==> src/rtl/case_stream_converter.sv <==
// Streaming ASCII case converter: LANES bytes per beat, selectable case mode,
// 2-entry skid buffer for full throughput, saturating count of changed bytes.
module case_stream_converter #(
  parameter int LANES = 4,
  parameter int CNT_W = 16
) (
  input  logic                 clk,
  input  logic                 rst_n,
  input  logic [1:0]           mode,
  input  logic                 in_valid,
  output logic                 in_ready,
  input  logic [8*LANES-1:0]   in_data,
  input  logic                 in_last,
  output logic                 out_valid,
  input  logic                 out_ready,
  output logic [8*LANES-1:0]   out_data,
  output logic                 out_last,
  input  logic                 count_clr,
  output logic [CNT_W-1:0]     conv_count
);

  localparam int W  = 8 * LANES;
  localparam int NW = $clog2(LANES + 1);
  localparam int SW = CNT_W + NW + 1;

  typedef enum logic [1:0] {EMPTY, ONE, TWO} state_t;

  state_t           state_q, state_d;
  logic             in_ready_q, in_ready_d;
  logic             out_valid_q, out_valid_d;
  logic [W-1:0]     out_data_q, out_data_d;
  logic             out_last_q, out_last_d;
  logic [W-1:0]     skid_data_q, skid_data_d;
  logic             skid_last_q, skid_last_d;
  logic [CNT_W-1:0] cnt_q, cnt_d;

  logic [W-1:0]     conv_data;
  logic [NW-1:0]    conv_n;
  logic             in_xfer, out_xfer;

  function automatic logic [7:0] conv_byte(input logic [7:0] b, input logic [1:0] m);
    logic is_up, is_lo;
    logic [7:0] r;
    is_up = (b >= 8'h41) && (b <= 8'h5A);
    is_lo = (b >= 8'h61) && (b <= 8'h7A);
    r = b;
    case (m)
      2'b01:   if (is_lo) r = b & 8'hDF;
      2'b10:   if (is_up) r = b | 8'h20;
      2'b11:   if (is_up || is_lo) r = b ^ 8'h20;
      default: r = b;
    endcase
    return r;
  endfunction

  function automatic logic [CNT_W-1:0] sat_add(input logic [CNT_W-1:0] c, input logic [NW-1:0] n);
    logic [SW-1:0] sum;
    logic [SW-1:0] max_v;
    sum   = SW'(c) + SW'(n);
    max_v = SW'({CNT_W{1'b1}});
    if (sum > max_v) return {CNT_W{1'b1}};
    return sum[CNT_W-1:0];
  endfunction

  // Conversion and changed-lane count, ahead of the buffer registers
  always_comb begin
    conv_data = '0;
    conv_n    = '0;
    for (int i = 0; i < LANES; i++) begin
      conv_data[8*i +: 8] = conv_byte(in_data[8*i +: 8], mode);
      if (conv_data[8*i +: 8] != in_data[8*i +: 8]) conv_n = conv_n + NW'(1);
    end
  end

  assign in_xfer  = in_valid & in_ready_q;
  assign out_xfer = out_valid_q & out_ready;

  always_comb begin
    state_d     = state_q;
    out_data_d  = out_data_q;
    out_last_d  = out_last_q;
    skid_data_d = skid_data_q;
    skid_last_d = skid_last_q;
    case (state_q)
      EMPTY: begin
        if (in_xfer) begin
          state_d    = ONE;
          out_data_d = conv_data;
          out_last_d = in_last;
        end
      end
      ONE: begin
        if (in_xfer && out_xfer) begin
          out_data_d = conv_data;
          out_last_d = in_last;
        end else if (in_xfer) begin
          state_d     = TWO;
          skid_data_d = conv_data;
          skid_last_d = in_last;
        end else if (out_xfer) begin
          state_d = EMPTY;
        end
      end
      TWO: begin
        if (out_xfer) begin
          state_d    = ONE;
          out_data_d = skid_data_q;
          out_last_d = skid_last_q;
        end
      end
      default: state_d = EMPTY;
    endcase
    in_ready_d  = (state_d != TWO);
    out_valid_d = (state_d != EMPTY);
  end

  // Clear takes priority so a same-cycle beat's changes are dropped
  always_comb begin
    cnt_d = cnt_q;
    if (count_clr)    cnt_d = '0;
    else if (in_xfer) cnt_d = sat_add(cnt_q, conv_n);
  end

  always_ff @(posedge clk or negedge rst_n) begin
    if (!rst_n) begin
      state_q     <= EMPTY;
      in_ready_q  <= 1'b1;
      out_valid_q <= 1'b0;
      out_data_q  <= '0;
      out_last_q  <= 1'b0;
      skid_data_q <= '0;
      skid_last_q <= 1'b0;
      cnt_q       <= '0;
    end else begin
      state_q     <= state_d;
      in_ready_q  <= in_ready_d;
      out_valid_q <= out_valid_d;
      out_data_q  <= out_data_d;
      out_last_q  <= out_last_d;
      skid_data_q <= skid_data_d;
      skid_last_q <= skid_last_d;
      cnt_q       <= cnt_d;
    end
  end

  assign in_ready   = in_ready_q;
  assign out_valid  = out_valid_q;
  assign out_data   = out_data_q;
  assign out_last   = out_last_q;
  assign conv_count = cnt_q;

endmodule

==> config.mk <==
export PLATFORM = sky130hd
export DESIGN_NAME = case_stream_converter
export DESIGN_NICKNAME = d
export VERILOG_FILES = /design/src/rtl/case_stream_converter.sv
export SDC_FILE = /design/constraint.sdc
export NUM_CORES = 1
export LEC_CHECK = 0
export BUFFER_PORTS_ARGS = -buffer_cell sky130_fd_sc_hd__buf_2
export CAP_MARGIN = 20
export CORE_MARGIN = 3
export CORE_UTILIZATION = 55
export CTS_CLUSTER_DIAMETER = 150
export DETAILED_ROUTE_END_ITERATION = 10
export PLACE_DENSITY = 0.92
export SLEW_MARGIN = 20
export SYNTH_ARGS = -nofsm -noshare
export SYNTH_HDL_FRONTEND = slang
export SYNTH_SLANG_ARGS = --single-unit
==> constraint.sdc <==
create_clock -name clk -period 2.5 [get_ports clk]
set_clock_uncertainty 0.05 [all_clocks]
set_input_delay 0.5 -clock clk [delete_from_list [all_inputs] [get_ports clk]]
set_output_delay 0.5 -clock clk [all_outputs]
set_load 0.01 [all_outputs]
* Yosys cells after proc, flatten, opt, wreduce, memory -nomap -nowiden
Index checks and enable logic that the tools add are counted.
** Word-level totals
- Flip-flop bits (word level) :: 86
- Latch bits :: 0
- RAM bits :: 0
- ROM bits :: 0
- Bits of input ports :: 40
- Output and inout bits :: 51
- Word-level logic and storage cells :: 109
- Memories kept :: 0
** Operators by class
- $add $sub $neg :: 4
- Multipliers :: 0
- Divide/modulo/power cells :: 0
- $lt $le $gt $ge :: 17
- Equality and inequality tests :: 13
- Shifts and indexed selects :: 0
- Mux-type cells :: 41
- Bitwise gates (word level) :: 7
- Reduce and logical (&&, ||, !) cells :: 19
** Operators by type and width (number)
- 32-bit 2-to-1 mux :: 3
- 32-bit one-hot mux with 3 select lines :: 1
- 6-bit 2-to-1 mux :: 12
- 6-bit one-hot mux with 3 select lines :: 4
- 8-bit by 7-bit >= comparator with 1-bit output (second input constant) :: 8
- 8-bit by 7-bit <= comparator with 1-bit output (second input constant) :: 8
- 16-bit 2-to-1 mux :: 4
- 8-bit inequality test :: 4
- 16-bit by 3-bit adder with 17-bit output :: 1
- 17-bit by 16-bit > comparator with 1-bit output (second input constant) :: 1
- 2-bit 2-to-1 mux :: 5
- 3-bit by 1-bit adder with 3-bit output (second input constant) :: 3
- 1-bit logical AND :: 9
- 3-bit 2-to-1 mux :: 3
- 2-bit inequality test (second input constant) :: 4
- 1-bit 2-to-1 mux :: 7
- 2-bit == test (second input constant) :: 3
- 2-bit one-hot mux with 3 select lines :: 1
- 1-bit NOT :: 5
- 2-bit by 1-bit == test with 1-bit output (second input constant) :: 2
- 1-bit logical OR :: 4
- 4-bit AND reduction :: 1
- 2-bit nonzero test :: 2
- 1-bit one-hot mux with 3 select lines :: 1
- 4 further kinds :: 5

* Depth between registers and ports, before layout
Gate-level depths: netlist (run 1).
- Depth after elaboration :: 21
- Mapped depth :: 18
- Depth with buffers taken out :: 17

* Least setup slack after synthesis (run 1)
No wires, ideal clock.
- Kind :: input to register
- Start :: input in_data[12]
- End :: register cnt_q[15] (netlist: conv_count[15])
- Arrival :: 3.872 ns
- Required time :: 2.323 ns
- Slack :: -1.549 ns
- Stages on the path :: 16
- Buffers on the path :: 1
- Cells stage by stage :: or4_1 > nor2_1 > or3_1 > a21oi_1 > inv_1 > ha_1 > xnor2_1 > ha_1 > a211o_1 > fa_1 > a21oi_1 > nand4bb_4 > or2_1 > clkbuf_1 > a21oi_1 > mux2_1
** On the way
- Cells in the longest elaborated chain, start to end :: 19
** RTL lines
- start, declared :: line 12 : input logic [8*LANES-1:0] in_data,
- 8-bit by 7-bit >= comparator with 1-bit output, or another cell as far along :: line 44 : is_up = (b >= 8'h41) && (b <= 8'h5A);
- 1-bit logical AND (on tied branches) :: line 44, 45
- 1-bit logical OR :: line 50 : 2'b11: if (is_up || is_lo) r = b ^ 8'h20;
- 6-bit 2-to-1 mux :: line 50
- 6-bit one-hot mux with 3 select lines :: line 47 : case (m)
- 8-bit inequality test * :: line 71 : if (conv_data[8*i +: 8] != in_data[8*i +: 8]) conv_n = conv_n + NW'(1);
- 3-bit 2-to-1 mux * :: line 71
- 3-bit by 1-bit adder with 3-bit output :: line 71
- [3 not listed]
- 16-bit by 3-bit adder with 17-bit output * :: line 59 : sum = SW'(c) + SW'(n);
- 17-bit by 16-bit > comparator with 1-bit output :: line 61 : if (sum > max_v) return {CNT_W{1'b1}};
- 1-bit 2-to-1 mux :: line 61
- 1-bit 2-to-1 mux :: line 121 : else if (in_xfer) cnt_d = sat_add(cnt_q, conv_n);
- 1-bit 2-to-1 mux :: line 120 : if (count_clr) cnt_d = '0;
- 16-bit 2-to-1 mux * :: line 62 : return sum[CNT_W-1:0];
- 16-bit 2-to-1 mux * :: line 121
- 16-bit 2-to-1 mux * :: line 120
- end signal, assigned :: line 142 : cnt_q <= cnt_d;
- end, declared :: line 35 : logic [CNT_W-1:0] cnt_q, cnt_d;
Every way passes the cells marked *; elsewhere a longest branch is shown, timed or not. The select of a mux whose other input is x is not followed.
A chain may end at the register's enable or synchronous reset.

* Final worst setup path (run 1)
- Start :: input in_data[9]
- End :: register cnt_q[7] (netlist: conv_count[7])
Same word-level chain as after synthesis.

==> qor.yml, run 1 <==
die_w_um: 94.8
cts_buffer_depth: 2
vias: 3904
r2r-end: "skid_data_q[31]$_DFFE_PN0P_"
clk_latency_ns: 0.36
die_area_um2: 8990
area_growth_pct: 35.1
yosysSeqAreaShare_pct: 49.7
cts_tree: "yes"
status: "finished, violations left"
met3_length_um: 688
fin_ws_ns: -1.01
violations: "negative hold slack, negative setup slack"
endpoint: "conv_count[7]$_DFFE_PN0P_"
layout_common_cells: "buf_2, dfrtp_1, buf_4"
synthFlopType: "dfrtp_1"
io_pins: 91
cts_buffers: 9
die_h_um: 94.8
wire_per_inst_um: 18.0
antenna_cells: 0
period_minus_slack_ns: 3.51
clk_pin_slew_ns: 0.10
numPortBuffers: 90
powerDensity_nw_per_um2: 942
swShare_pct: 37.1
netlist.area_leader.share_pct: 49.0
drc: 0
synthArstFlopShare_pct: 100
setup_violations: 16
rows: 31
timing.fmax_mhz: 285
crit_fanout: 6
worstPathRequired_ns: 2.72
relSlewSlack_pct: 62.7
hold_buffers: 0
slew_viol_final: 0
syn_inst: 414
dr.first_iter.drc_count: 175
grt_pass1_vias: 4047
rrSetupSlack_ns: 0.40
worstSetupPathType: "in -> reg"
ant_nets: 0
highest-signal-layer: "met4"
synth_edf_count: 0
irDropWorstVdd_uv: 797
grt_start_max_net_pins: 59
h-tree-depth: 3
synth.ff_latch_count: 86
synth_area_leaders: "dfrtp_1, mux2i_1, mux2_2"
hold_viol_final: 3
gp_congestion: 0.879
startpoint_type: "input pin"
clockPowerShare_pct: 19.2
fin_crit_sh_pct: 140
yosysWarnings: 0
fin_nets: 614
rr_startpoint: "in_ready$_DFF_PN1_"
final_common_cell: "buf_2"
start_util_pct: 58.2
yosysTopAreaCell: "dfrtp_1"
p_sw_mw: 2.05
pwr-share-comb_pct: 38.5
totalWireLength_um: 12100
met2WireLength_um: 6340
p_int_mw: 3.47
nFillCells: 452
netlist_area_um2: 4340
vias_per_cell: 5.82
leakagePower_nw: 2.80
crit_start: "in_data[9]"
dp_hpwl_um: 8170
fin_hold_ws_ns: -0.00470
grtUsageTotal_pct: 28.3
synth_nets: 461
grt_setup_unrepaired: "yes"
pre_cts_ws_ns: -1.60
r2r_cells: 5
drive_gt1_share_pct: 42.5
wl_met1_um: 4820
endpoint_kind: "flip-flop"
pwr-share-seq_pct: 42.3
p_total_mw: 5.52
core_um2: 7450
antenna_found_initial: 0
overflow: 0
worst_ep_arrival_time_ns: 3.74
utilization_pct: 78.7
min_path_type: "in -> async"
tightest_slew_ns: 0.558
syn_area_per_cell_um2: 10.5
cts_sinks: 86
drv_cap: 0
synth.distinct_cells: 54
grt_pass1_wl_um: 19700
root_buffer: "clkbuf_8"
drt_pass1_iterations: 4
-- per-stage QoR --
step	std cells	TNS, ns	area (um2)
after floorplan	414	-16.33	4390
after global placement	641	-20.74	5380
after detailed placement	641	-23.70	5380
after CTS	665	-14.54	5760
after global routing	671	-16.49	5860
final	671	-14.82	5860
-- cell usage after synthesis (all sizes together) (2+ instances only) --
cell,instances
nor2b,8
nand2b,6
o22ai,2
a21oi,17
dfrtp,85
o21ai,40
nand4,3
clkbuf,10
or3,2
xnor2,2
buf,9
nand2,54
nor3,11
or2,3
mux2,33
a221o,2
a31oi,6
inv,6
o211ai,4
and2,2
a22o,2
nor4b,2
or4,3
o21bai,3
and3,3
nand3,11
mux2i,35
nor2,23
ha,6
a211oi,2
a21o,3
-- cell families after synthesis --
family,Yosys count,synth area share (%)
AO/OA/AOI/OAI,89,12.6
XOR/XNOR,3,0.606
adder cells (fa/ha/maj),7,2.19
buffers and inverters,25,2.39
flip-flops,86,49.7
multiplexers,68,16.6
AND/OR/NAND/NOR,136,15.9
-- worst min-delay path by stage --
| stage | from | endpoint | cells after the start | slack [ns] |
|---|---|---|---|---|
| 2_1_floorplan | rst_n | conv_count[0]$_DFFE_PN0P_ | 0 | 0.15 |
| 3_3_place_gp | rst_n | out_valid$_DFF_PN0_ | 1 | 0.39 |
| 3_5_place_dp | rst_n | out_data[28]$_DFFE_PN0P_ | 1 | 0.40 |
| 4_1_cts | rst_n | out_data[28]$_DFFE_PN0P_ | 1 | 0.004 |
| 5_1_grt | rst_n | out_data[28]$_DFFE_PN0P_ | 1 | 0.01 |
| 6_report | rst_n | out_valid$_DFF_PN0_ | 1 | -0.005 |
-- worst max-delay path, stage by stage --
cell and delay, ns:
buf_8 0.10, or4_4 0.54, nor2_4 0.13, or3_4 0.14
a21oi_4 0.04, inv_2 0.07, ha_4 0.20, or3_1 0.32
a22o_1 0.18, o211ai_1 0.11, ha_2 0.25, fa_2 0.24
a21oi_4 0.07, nand4bb_4 0.22, or2_4 0.29, and4_1 0.23
nor3_2 0.11
-- registers in the layout, indices dropped and copies added (netlist names) --
| name | count |
|---|---|
| out_data | 32 |
| out_valid | 1 |
| skid_data_q | 32 |
| conv_count | 16 |
| state_q | 2 |
| skid_last_q | 1 |
| in_ready | 1 |
| out_last | 1 |
-- timing repair --
| item | CTS | global route |
|---|---|---|
| endpoints found under the setup margin | 16 | 16 |
| buffers inserted | 8 | 6 |
| pin swaps | 20 | 16 |
| resized for setup | 23 | 13 |
-- area by class of cell --
cell class                      count  area, um2  area share, %
Clock buffer                       10        138           2.35
Clock inverter                      6       76.3           1.30
Inverter                            6       22.5          0.384
Multi-Input combinational cell    303       2280           38.9
Sequential cell                    86       2150           36.8
Tap cell                           99        124           2.11
Timing Repair Buffer              161       1070           18.2
-- routing by layer --
layer	track usage (%)	up-vias
li1	-	1791
met1	34.0	1941
met2	50.3	150
met3	5.34	22
met4	10.6	0
met5	0	-
-- power groups by stage --
stage	logic (mW)	registers (mW)	clock network (mW)
global route	2.35	2.39	1.14
detailed placement	2.08	2.34	0
floorplan	1.16	2.39	0
finish	2.13	2.34	1.06
global placement	1.96	2.28	0
CTS	2.11	2.32	1.07
No activity file was read; power rests on OpenSTA's default activity.
==> run 2: changes to the inputs <==
--- a/config.mk
+++ b/config.mk
@@ -7,6 +7,7 @@
 export LEC_CHECK = 0
 export BUFFER_PORTS_ARGS = -buffer_cell sky130_fd_sc_hd__buf_2
 export CAP_MARGIN = 20
+export CORE_ASPECT_RATIO = 0.6
 export CORE_MARGIN = 3
 export CORE_UTILIZATION = 55
 export CTS_CLUSTER_DIAMETER = 150
==> run 2 against run 1 <==
The flow finishes with violations (negative setup slack). Clock power up 35%. Die area up 0.39%. Worst hold slack better by 0.089 ns. Flip-flop and latch count unchanged. Sequential share of layout area down 0.50 points. Via count up 5.6%. Cell count up 0.45%. Largest cell class unchanged.
==> qor.yml, run 2 (synthesized netlist as in run 1, its figures left out) <==
worstSetupPathType: "in -> reg"
area_growth_pct: 37.0
endpoint_kind: "flip-flop"
grt_setup_unrepaired: "yes"
cp_num_cells: 18
tightest_slew_ns: 0.683
die_area_um2: 9020
clk_pin_slew_ns: 0.06
crit_fanout: 4
cts_sinks: 86
die_h_um: 74.8
leakagePower_nw: 2.84
slowest_delay_ns: 0.55
io_pins: 91
grt_pass1_wl_um: 20700
status: "finished, violations left"
path_cells: "buf_6, or4_4, nor2_4, or3_4, a21oi_4, inv_2, ha_4, xnor2_2, ha_1, a211o_1, fa_2, a21oi_4, buf_6, nor4_4, buf_4, nand3_2, mux2i_2, nor2_2"
fin_ws_ns: -1.28
grt_pass1_vias: 4128
hold_viol_final: 0
rows: 24
path_buf_inv: 4
timing.fmax_mhz: 265
pre_cts_ws_ns: -1.63
drt_pass1_iterations: 5
cts_buffer_depth: 2
relSlewSlack_pct: 54.3
start_util_pct: 58.2
drive_gt1_share_pct: 43.0
critPathSlowestCell: "or4_4"
antenna_found_initial: 0
min_path_type: "in -> async"
worstPathRequired_ns: 2.67
drc: 0
antenna_cells: 0
startpoint_type: "input pin"
period_minus_slack_ns: 3.78
cts_buffers: 9
fin_nets: 612
vias_per_cell: 6.12
wire_per_inst_um: 20.1
final_common_cell: "buf_2"
cp_top_family: "simple AND/OR/NAND/NOR gates"
fin_crit_sh_pct: 151
core_um2: 7450
violations: "negative setup slack"
dp_hpwl_um: 8600
layout_common_cells: "buf_2, dfrtp_1, buf_4"
totalWireLength_um: 13600
p_total_mw: 5.89
h-tree-depth: 3
overflow: 0
powerDensity_nw_per_um2: 991
ant_nets: 0
grt_start_max_net_pins: 47
grtUsageTotal_pct: 30.1
slew_viol_final: 0
worst_ep_arrival_time_ns: 3.94
irDropWorstVdd_uv: 732
clk_latency_ns: 0.35
die_w_um: 121
setup_violations: 16
gp_congestion: 0.931
final_area_um2: 5940
nFillCells: 452
placed_area_um2: 5390
vias: 4122
dr.first_iter.drc_count: 379
fin_tns_setup_ns: -18.34
r2r_cells: 5
root_buffer: "clkbuf_16"
cts_tree: "yes"
numPortBuffers: 90
drv_cap: 0
fin_hold_ws_ns: 0.0846
==> run 2: through the flow <==
step | utilization, % | instances
3_5_place_dp | 72.4 | 650
3_3_place_gp | 72.4 | 650
6_report | 79.8 | 674
4_1_cts | 78.7 | 671
5_1_grt | 79.8 | 674
2_1_floorplan | - | 414
==> run 2: layout make-up <==
type | instances | area (um2) | area share [%]
well taps | 104 | 130 | 2.19
multi-input cells | 303 | 2310 | 38.8
inverters | 6 | 22.5 | 0.379
clock buffers | 12 | 246 | 4.15
repair buffers | 159 | 1010 | 17.0
clock inverters | 4 | 70.1 | 1.18
flip-flops and latches | 86 | 2150 | 36.3
==> run 2: worst paths after layout <==
path | startpoint | end | slack, ns
setup / recovery | in_data[11] | conv_count[14]$_DFFE_PN0P_ | -1.28
hold / removal | rst_n | conv_count[12]$_DFFE_PN0P_ | 0.08
setup reg to reg | in_ready$_DFF_PN1_ | conv_count[15]$_DFFE_PN0P_ | 0.18
hold reg to reg | out_data[24]$_DFFE_PN0P_ | out_data[24]$_DFFE_PN0P_ | 0.43
max in group asynchronous | rst_n | out_data[20]$_DFFE_PN0P_ | 1.65
min in group clk | in_last | skid_last_q$_DFFE_PN0P_ | 0.35
==> run 2: routing by layer <==
layer  vias to the layer above  global-route usage [%]  share of wire, %
li1                       1789                       -                 -
met1                      1997                    36.8                39
met2                       267                    51.0                48
met3                        69                    8.48               9.4
met4                         0                    13.7               4.0
met5                         -                       0                 0
==> run 2: power breakdown <==
group	internal [mW]	switching, mW
sequential	1.98	0.374
clock	0.900	0.533
combinational	0.966	1.13
==> run 2: timing repair <==
item,4_1_cts,5_1_grt
buffers inserted,6,4
gates resized for setup,25,14
hold buffers,0,0
setup endpoints to repair,16,16
pin swaps,15,16
==> run 3: changes to the inputs <==
--- a/config.mk
+++ b/config.mk
@@ -5,14 +5,15 @@
 export SDC_FILE = /design/constraint.sdc
 export NUM_CORES = 1
 export LEC_CHECK = 0
-export BUFFER_PORTS_ARGS = -buffer_cell sky130_fd_sc_hd__buf_2
+export ABC_AREA = 1
+export BUFFER_PORTS_ARGS = -buffer_cell sky130_fd_sc_hd__buf_4
 export CAP_MARGIN = 20
 export CORE_ASPECT_RATIO = 0.6
 export CORE_MARGIN = 3
-export CORE_UTILIZATION = 55
+export CORE_UTILIZATION = 56
 export CTS_CLUSTER_DIAMETER = 150
 export DETAILED_ROUTE_END_ITERATION = 10
-export PLACE_DENSITY = 0.92
+export PLACE_DENSITY = 0.93
 export SLEW_MARGIN = 20
 export SYNTH_ARGS = -nofsm -noshare
 export SYNTH_HDL_FRONTEND = slang
==> run 3 against run 2 <==
The flow still finishes with violations (negative setup slack). Critical endpoint is now conv_count[0]$_DFFE_PN0P_. Die area grew 6.1%. Clock-buffer cell count down 2. Highest routed layer unchanged. Via count rose by 37%. Cell area grew 14%.
==> qor.yml, run 3 <==
use_met2_pct: 51.1
synth.ff_latch_count: 86
powerDensity_nw_per_um2: 960
root_buffer: "clkbuf_16"
dr.first_iter.drc_count: 861
start_util_pct: 58.7
synth.distinct_cells: 38
cts_buffers: 9
core_um2: 8010
relSlewSlack_pct: 59.3
yosysSeqAreaShare_pct: 45.8
totalWireLength_um: 16800
ant_nets: 0
endpoint_kind: "flip-flop"
io_pins: 91
overflow: 0
netlist_top_cells_count: "nand2_1, o21ai_0, dfrtp_1"
wire_per_inst_um: 18.3
yosysTopAreaCell: "dfrtp_1"
use_met1_pct: 39.2
syn_inst: 634
die_w_um: 124
synth_nets: 681
grt_setup_unrepaired: "yes"
period_minus_slack_ns: 4.00
hold_viol_final: 0
synthFlopType: "dfrtp_1"
status: "finished, violations left"
gp_congestion: 0.929
die_area_um2: 9570
area_growth_pct: 43.9
worst_ep_arrival_time_ns: 4.23
clk_latency_ns: 0.35
cts_tree: "yes"
utilization_pct: 84.5
grt_util_met3_pct: 6.89
drc: 0
synthArstFlopShare_pct: 100
worstPathRequired_ns: 2.72
violations: "negative setup slack"
cts_buffer_depth: 2
vias_per_cell: 6.15
grt.busiest_layer: "met2"
critPathSlowestCell: "ha_1"
netlist_area_um2: 4700
nFillCells: 424
synth_area_leaders: "dfrtp_1, nand2_1, o21ai_0"
antenna_cells: 0
slew_viol_final: 0
r2r_cells: 11
timing.fmax_mhz: 250
pre_cts_ws_ns: -1.64
leakagePower_nw: 3.50
r2r-end: "conv_count[0]$_DFFE_PN0P_"
final_common_cell: "nand2_1"
vias: 5640
fin_nets: 851
worstSetupPathType: "in -> reg"
dp_hpwl_um: 9740
grtUsageTotal_pct: 30.8
numPortBuffers: 90
drive_gt1_share_pct: 33.5
drt_pass1_iterations: 7
startpoint_type: "input pin"
clk_pin_slew_ns: 0.06
fin_crit_sh_pct: 160
antenna_found_initial: 0
rrSetupSlack_ns: 0.17
h-tree-depth: 3
rr_startpoint: "conv_count[0]$_DFFE_PN0P_"
syn_area_per_cell_um2: 7.42
tightest_slew_ns: 0.610
die_h_um: 77.0
yosysWarnings: 0
layout_common_cells: "nand2_1, buf_4, o21ai_0"
slowest_delay_ns: 0.35
drv_cap: 0
min_path_type: "in -> reg"
fin_ws_ns: -1.50
cts_sinks: 86
setup_violations: 16
crit_fanout: 5
yosysMostFrequentCell: "nand2_1"
grt_pass1_wl_um: 24100
netlist.area_leader.share_pct: 45.2
synth_edf_count: 0
irDropWorstVdd_uv: 547
grt_pass1_vias: 5193
grt_start_max_net_pins: 66
crit_start: "in_data[7]"
endpoint: "conv_count[0]$_DFFE_PN0P_"
rows: 25
==> run 3: final cells by class <==
class | instances | area (um2) | share of cell area [%]
tap | 108 | 135 | 2.00
multi-input combinational | 455 | 2430 | 35.9
clock inverter | 6 | 109 | 1.61
sequential | 86 | 2150 | 31.8
inverter | 73 | 293 | 4.33
clock buffer | 10 | 239 | 3.53
timing repair buffer | 179 | 1410 | 20.8
==> run 3: worst min path at each step <==
stage	depth (start not counted)	endpoint	slack, ns	start
3_5_place_dp	1	conv_count[6]$_DFFE_PN0P_	0.36	rst_n
2_1_floorplan	0	conv_count[0]$_DFFE_PN0P_	0.15	rst_n
6_report	3	skid_data_q[18]$_DFFE_PN0P_	0.40	in_data[18]
3_3_place_gp	1	conv_count[10]$_DFFE_PN0P_	0.36	rst_n
5_1_grt	3	skid_data_q[18]$_DFFE_PN0P_	0.42	in_data[18]
4_1_cts	3	skid_data_q[18]$_DFFE_PN0P_	0.40	in_data[18]
==> run 3: cells by family (layout without fill, tap and decap cells) <==
logic type,after synthesis,after routing,synth area share [%]
compound gates,152,152,17.1
xor+xnor,6,6,1.12
fa+ha+maj,7,7,2.02
buf+inv,93,268,7.77
flops,86,86,45.8
simple gates,290,290,26.2
==> run 3: per-layer routing <==
metal / up-vias / wire length (um)
li1: 2401 / -
met1: 2576 / 5990
met2: 510 / 7690
met3: 153 / 2020
met4: 0 / 1110
met5: - / 0
==> run 3: timing repair <==
action / in CTS / in global routing
hold buffers: 1 / 0
pin swaps: 21 / 38
endpoints found under the hold margin: 3 / 0
gates resized for setup: 25 / 44
cloned: 0 / 1
setup endpoints to repair: 16 / 16
setup buffers: 5 / 10
==> run 3: critical path, delay by kind of cell <==
family | cells | cell delay, ns
AND/OR/NAND/NOR | 16 | 1.70
adder cells (fa/ha/maj) | 3 | 0.74
buffers and inverters | 5 | 0.64
AO/OA/AOI/OAI | 3 | 0.47
XOR/XNOR | 1 | 0.14
==> run 3: where the power goes <==
part / switching [mW] / total (mW) / internal, mW
sequential: 0.368 / 2.34 / 1.97
clock: 0.550 / 1.55 / 1.00
combinational: 1.56 / 2.60 / 1.05
total: 2.47 / 6.49 / 4.02
==> run 3: stage by stage <==
stage / instance area (um2) / power, mW / setup TNS (ns) / std cells / hold slack (ns)
after floorplan: 4750 / 3.58 / -15.80 / 634 / 0.154
after global placement: 6040 / 4.46 / -21.76 / 884 / 0.355
after detailed placement: 6040 / 4.64 / -25.22 / 884 / 0.360
after CTS: 6520 / 6.28 / -18.41 / 906 / 0.400
after global routing: 6770 / 6.89 / -24.99 / 917 / 0.416
final: 6770 / 6.49 / -22.82 / 917 / 0.401
